===== src/rtl/sensor_cond_if.sv =====
// Signal bundle for the sensor conditioner: raw sensor inputs toward the block,
// debounced levels, edge pulses and occupancy status back out.
interface sensor_cond_if #(
  parameter int CNT_W = 4
);
  logic             s1_raw;
  logic             s2_raw;
  logic             S1;
  logic             S2;
  logic             s1_rise;
  logic             s2_rise;
  logic [CNT_W-1:0] count;
  logic             full;
  logic             empty;
  logic             err;

  modport master (
    output s1_raw, s2_raw,
    input  S1, S2, s1_rise, s2_rise, count, full, empty, err
  );

  modport slave (
    input  s1_raw, s2_raw,
    output S1, S2, s1_rise, s2_rise, count, full, empty, err
  );
endinterface


===== src/rtl/sensor_cond.sv =====
// Two-channel sensor conditioner: synchronize, debounce and edge-detect the
// entry/exit sensors, then track a saturating warehouse occupancy count.
module sensor_cond #(
  parameter int DB_CYCLES = 4,
  parameter int CNT_W     = 4
) (
  input  logic         clk,
  input  logic         rstn,
  sensor_cond_if.slave bus
);
  localparam int               DB_W    = $clog2(DB_CYCLES + 1);
  localparam logic [DB_W-1:0]  DB_LAST = DB_W'(DB_CYCLES - 1);
  localparam logic [CNT_W-1:0] CNT_MAX = '1;

  logic [1:0]       raw;
  logic [1:0]       sync_p0;
  logic [1:0]       sync_p1;
  logic [1:0]       clean;
  logic [1:0]       rise;
  logic [DB_W-1:0]  db_cnt [2];
  logic [CNT_W-1:0] count_q;
  logic [CNT_W-1:0] count_nxt;
  logic             err_q;
  logic             err_hit;

  // Returns {overflow/underflow attempted, next count}; never wraps.
  function automatic logic [CNT_W:0] sat_step(input logic [CNT_W-1:0] cnt,
                                              input logic inc, input logic dec);
    logic [CNT_W:0] res;
    res = {1'b0, cnt};
    if (inc && !dec) begin
      if (cnt == CNT_MAX) res[CNT_W] = 1'b1;
      else                res = {1'b0, cnt + 1'b1};
    end else if (dec && !inc) begin
      if (cnt == '0) res[CNT_W] = 1'b1;
      else           res = {1'b0, cnt - 1'b1};
    end
    return res;
  endfunction

  assign raw = {bus.s2_raw, bus.s1_raw};

  // Stage p0/p1: two-flop synchronizers, the only consumers of the raw pins
  always_ff @(posedge clk or negedge rstn) begin
    if (!rstn) begin
      sync_p0 <= '0;
      sync_p1 <= '0;
    end else begin
      sync_p0 <= raw;
      sync_p1 <= sync_p0;
    end
  end

  // Debounce: toggle the clean level on the DB_CYCLES-th consecutive disagreeing edge
  always_ff @(posedge clk or negedge rstn) begin
    if (!rstn) begin
      clean     <= '0;
      rise      <= '0;
      db_cnt[0] <= '0;
      db_cnt[1] <= '0;
    end else begin
      for (int ch = 0; ch < 2; ch++) begin
        rise[ch] <= 1'b0;
        if (sync_p1[ch] == clean[ch]) begin
          db_cnt[ch] <= '0;
        end else if (db_cnt[ch] == DB_LAST) begin
          clean[ch]  <= ~clean[ch];
          rise[ch]   <= ~clean[ch];
          db_cnt[ch] <= '0;
        end else begin
          db_cnt[ch] <= db_cnt[ch] + 1'b1;
        end
      end
    end
  end

  always_comb begin
    {err_hit, count_nxt} = sat_step(count_q, rise[0], rise[1]);
  end

  // Occupancy: follows the rise pulses by one edge; err is sticky until reset
  always_ff @(posedge clk or negedge rstn) begin
    if (!rstn) begin
      count_q <= '0;
      err_q   <= 1'b0;
    end else begin
      count_q <= count_nxt;
      if (err_hit) err_q <= 1'b1;
    end
  end

  assign bus.S1      = clean[0];
  assign bus.S2      = clean[1];
  assign bus.s1_rise = rise[0];
  assign bus.s2_rise = rise[1];
  assign bus.count   = count_q;
  assign bus.full    = (count_q == CNT_MAX);
  assign bus.empty   = (count_q == '0);
  assign bus.err     = err_q;
endmodule


===== src/flat_wrapper.sv =====
// flat-port wrapper written by rule: the top's interface ports become plain ports
module sensor_cond_flat 
#(
  parameter int DB_CYCLES = 4,
  parameter int CNT_W     = 4
)
  (clk, rstn, bus_s1_raw, bus_s2_raw, bus_S1, bus_S2, bus_s1_rise, bus_s2_rise, bus_count, bus_full, bus_empty, bus_err);
  sensor_cond_if #(.CNT_W(CNT_W)) bus_i ();
  input  logic clk;
  input  logic rstn;
  input wire logic [$bits(bus_i.s1_raw)-1:0] bus_s1_raw;
  input wire logic [$bits(bus_i.s2_raw)-1:0] bus_s2_raw;
  output wire logic [$bits(bus_i.S1)-1:0] bus_S1;
  output wire logic [$bits(bus_i.S2)-1:0] bus_S2;
  output wire logic [$bits(bus_i.s1_rise)-1:0] bus_s1_rise;
  output wire logic [$bits(bus_i.s2_rise)-1:0] bus_s2_rise;
  output wire logic [$bits(bus_i.count)-1:0] bus_count;
  output wire logic [$bits(bus_i.full)-1:0] bus_full;
  output wire logic [$bits(bus_i.empty)-1:0] bus_empty;
  output wire logic [$bits(bus_i.err)-1:0] bus_err;
  assign bus_i.s1_raw = bus_s1_raw;
  assign bus_i.s2_raw = bus_s2_raw;
  assign bus_S1 = bus_i.S1;
  assign bus_S2 = bus_i.S2;
  assign bus_s1_rise = bus_i.s1_rise;
  assign bus_s2_rise = bus_i.s2_rise;
  assign bus_count = bus_i.count;
  assign bus_full = bus_i.full;
  assign bus_empty = bus_i.empty;
  assign bus_err = bus_i.err;
  sensor_cond #(.DB_CYCLES(DB_CYCLES), .CNT_W(CNT_W)) u_core (.clk(clk), .rstn(rstn), .bus(bus_i));
endmodule

===== config.mk =====
export PLATFORM = sky130hd
export DESIGN_NAME = sensor_cond_flat
export DESIGN_NICKNAME = d
export VERILOG_FILES = /design/src/rtl/sensor_cond_if.sv /design/src/rtl/sensor_cond.sv /design/src/flat_wrapper.sv
export SDC_FILE = /design/constraint.sdc
export NUM_CORES = 1
export LEC_CHECK = 0
export ABC_AREA = 0
export BUFFER_PORTS_ARGS = -buffer_cell sky130_fd_sc_hd__clkbuf_2
export CORE_UTILIZATION = 40
export CTS_CLUSTER_DIAMETER = 50
export DETAILED_ROUTE_END_ITERATION = 10
export PLACE_DENSITY = 0.68
export REMOVE_ABC_BUFFERS = 1
export SLEW_MARGIN = 20
export SYNTH_ARGS = -nofsm -noshare
export SYNTH_HDL_FRONTEND = slang
export SYNTH_SLANG_ARGS = --single-unit
export TNS_END_PERCENT = 1

===== constraint.sdc =====
create_clock -name clk -period 2.1 [get_ports clk]
set_input_delay 0.21 -clock clk [delete_from_list [all_inputs] [get_ports clk]]
set_output_delay 0.21 -clock clk [all_outputs]
set_load 0.05 [all_outputs]

==> summary.md <==
| Metric | Value |
|---|---|
| Met3 WL | `50 um` |
| Count leader, synth | `dfrtp_1` |
| Synth async-reset ratio | `100.0%` |
| Post-route ant nets | `0` |
| Synth top cells by count | `19 x dfrtp_1, 6 x nor2b_1, 4 x ha_1` |
| Postcts setup bufs | `0` |
| Pwr dens | `1406 mW/mm^2` |
| Reg2reg start | `u_core.bus.count[1]` |
| Die height | `46.71 um` |
| M1 WL | `588 um` |
| Crit share post-route | `91.35%` |
| PortBufs | `14` |
| Clk_lat worst skew | `0.29 ns` |
| DR pass1 iterations | `2` |
| Post-DP HPWL | `888.6 um` |
| Post-synthesis sequential area ratio | `59.47%` |
| Syn_area_per_cell | `13.11 um^2` |
| VDD IR-drop max | `644.4 uV` |
| Ant. Diodes | `0` |
| Slew HR | `69.63%` |
| Crit Path Max Fanout | `5` |
| Core area | `0.001802 mm^2` |
| Residual DRC | `0` |
| Synth top area cells | `dfrtp_1 59%, ha_1 6.3%, nor2b_1 4.7%, mux2_2 4.2%, xnor2_1 3.3%` |
| Largest net degree at the start of global routing | `20` |
| Max stage delay on crit path | `0.43 ns` |
| NumNets Final | `91` |
| GR Overflow Total | `0` |
| Met2 wire len | `566 um` |
| Clk root buf | `clkbuf_4` |
| WS Path Type | `reg2out` |
| Hold slack | `0.3604 ns` |
| Distinct cells, synth | `23` |
| Post-CTS sizing | `0` |
| Layout cells sized above 1 | `29.27%` |
| Row count | `15` |
| Avg WL per Cell | `11.35 um` |
| GPL Wtd Cong | `0.7562` |
| H-Tree Depth | `1` |
| Max Used Layer | `met4` |
| Worst setup SP type | `flop` |
| Clock buffer depth | `2` |
| Inst Count DP | `100` |
| Leading area contributor after synthesis | `dfrtp_1` |
| Max-slew violations | `0` |
| DIE AREA | `0.002181 mm^2` |
| CTS Buf Count | `3` |
| Worst min path class | `reg2reg` |
| Primary FF master, synth | `dfrtp_1` |
| Sink Count | `19` |
| Crit-path cells | `inv_1 > ha_1 > nor3b_1 > clkbuf_2` |
| Yosys reg bits | `19` |
| Slew @ Worst Pin | `0.4556 ns` |
| Setup_tns | `0 ns` |
| Clock skew | `0.005036 ns` |
| First-pass GRT wire length | `1.973 mm` |
| Post-Route WL | `1.214 mm` |
| Die X | `46.71 um` |
| Initial antenna violation count | `0` |
| CP Data Arrival Time | `1.71 ns` |
| CP endpoint kind | `primary output` |
| Finished Layout Cells | `107` |
| Required time of the critical path | `1.89 ns` |
| Iter 0 DRT Violations | `6` |
| I/O pin total | `15` |
| Vias post-DR | `532` |
| RSZ-0062 raised after global routing | `no` |
| LEAKAGE | `0.4647 nW` |
| Share of the synthesized area in the top cell type | `59.47%` |
| Cell Area, Synth | `799.5 um^2` |
| Vias in the first global route | `490` |
| Mean number of vias per cell | `4.972` |
| Status | `finished, final reports clean` |
| Initial core utilization | `44.38%` |
| Synth warnings | `0` |
| Clock transition at path regs | `0.11 ns` |
| Fin. Hold Viols | `0` |
| Setup Viol. Count Final | `0` |
| Crit path time final | `1.918 ns` |
| Post-Synthesis Cells | `61` |
| Fmax | `521.3 MHz` |
| GRT Total Usage | `12.97%` |
| CP max stage cell | `dfrtp_1` |
| Max-cap viol count | `0` |
| Crit. Startpoint | `u_core.bus.count[0]` |
| CTS tree | `built` |
| Area delta synth->final | `19.87%` |
| Post-synth EDFFs | `0` |
| Hold wc startpoint | `u_core.sync_p0[0]` |
==> what timing repair did <==
action,in CTS,in global routing
endpoints found under the setup margin,0,0
hold endpoints to repair,19,2
hold buffers,1,2
==> logic make-up after synthesis <==
logic type	Yosys count	share of synthesized area (%)
AND/OR/NAND/NOR	20	17.22
flip-flops	19	59.47
AO/OA/AOI/OAI	9	8.137
adder cells (fa/ha/maj)	4	6.260
XOR/XNOR	3	3.287
buffers and inverters	3	1.408
multiplexers	3	4.225
==> path summary, 6_finish.rpt <==
kind / slack, ns / depth (start not counted) / to
setup / recovery: 0.18 / 4 / bus_empty
hold / removal: 0.36 / 0 / u_core.sync_p1[0]
setup reg to reg: 0.43 / 4 / u_core.bus.count[1]
hold reg to reg: 0.36 / 0 / u_core.sync_p1[0]
max in group asynchronous: 1.40 / 2 / u_core.clean[1]
min in group asynchronous: 0.38 / 2 / u_core.bus.count[3]
==> through the flow <==
stage	worst slack [ns]	area [um^2]	util (%)	total power, mW
5_1_grt	0.04975	958.4	53.19	1.441
3_3_place_gp	0.4701	900.9	50.00	1.164
3_5_place_dp	0.4366	900.9	50.00	1.176
6_report	0.1817	958.4	53.19	1.348
2_1_floorplan	-0.8338	799.5	-	1.037
4_1_cts	0.1703	938.4	52.08	1.365
==> sequential cells by signal, indices dropped and copies added (netlist names) <==
register,cells
u_core.db_cnt,6
u_core.bus.count,4
u_core.clean,2
u_core.rise,2
u_core.sync_p0,2
u_core.sync_p1,2
u_core.bus.err,1
==> power breakdown <==
group | internal, mW | switching, mW | total [mW]
sequential | 0.463 | 0.0966 | 0.560
clock | 0.0708 | 0.110 | 0.180
combinational | 0.189 | 0.419 | 0.608
==> critical path, delay by kind of cell, from the launching register on <==
family | cells | cell delay (ns)
simple gates | 1 | 0.33
flops | 1 | 0.43
buf+inv | 2 | 0.45
fa+ha+maj | 1 | 0.20
==> cell usage in the layout, fill, tap and decap left out, types with 3 or more instances in the layout <==
cell           instances
nor3b_1                3
clkbuf_2              14
dfrtp_1               19
nor2b_1                6
clkbuf_4               3
ha_1                   4
inv_1                  3
xnor2_1                3
mux2_2                 3
dlygate4sd3_1          3
==> metal layers <==
| metal | vias to the layer above | global-route usage (%) |
|---|---|---|
| met5 | - | 0 |
| li1 | 268 | - |
| met2 | 13 | 21.94 |
| met1 | 249 | 15.35 |
| met4 | 0 | 2.286 |
| met3 | 2 | 5.882 |
==> area by class of cell <==
type,count,area [um^2]
Clock buffer,3,22.52
Clock inverter,1,5.005
Fill cell,170,843.3
Inverter,3,11.26
Multi-Input combinational cell,39,312.8
Sequential cell,19,475.5
Tap cell,25,31.28
Timing Repair Buffer,17,100.1
Power figures use the tool's default switching activity.
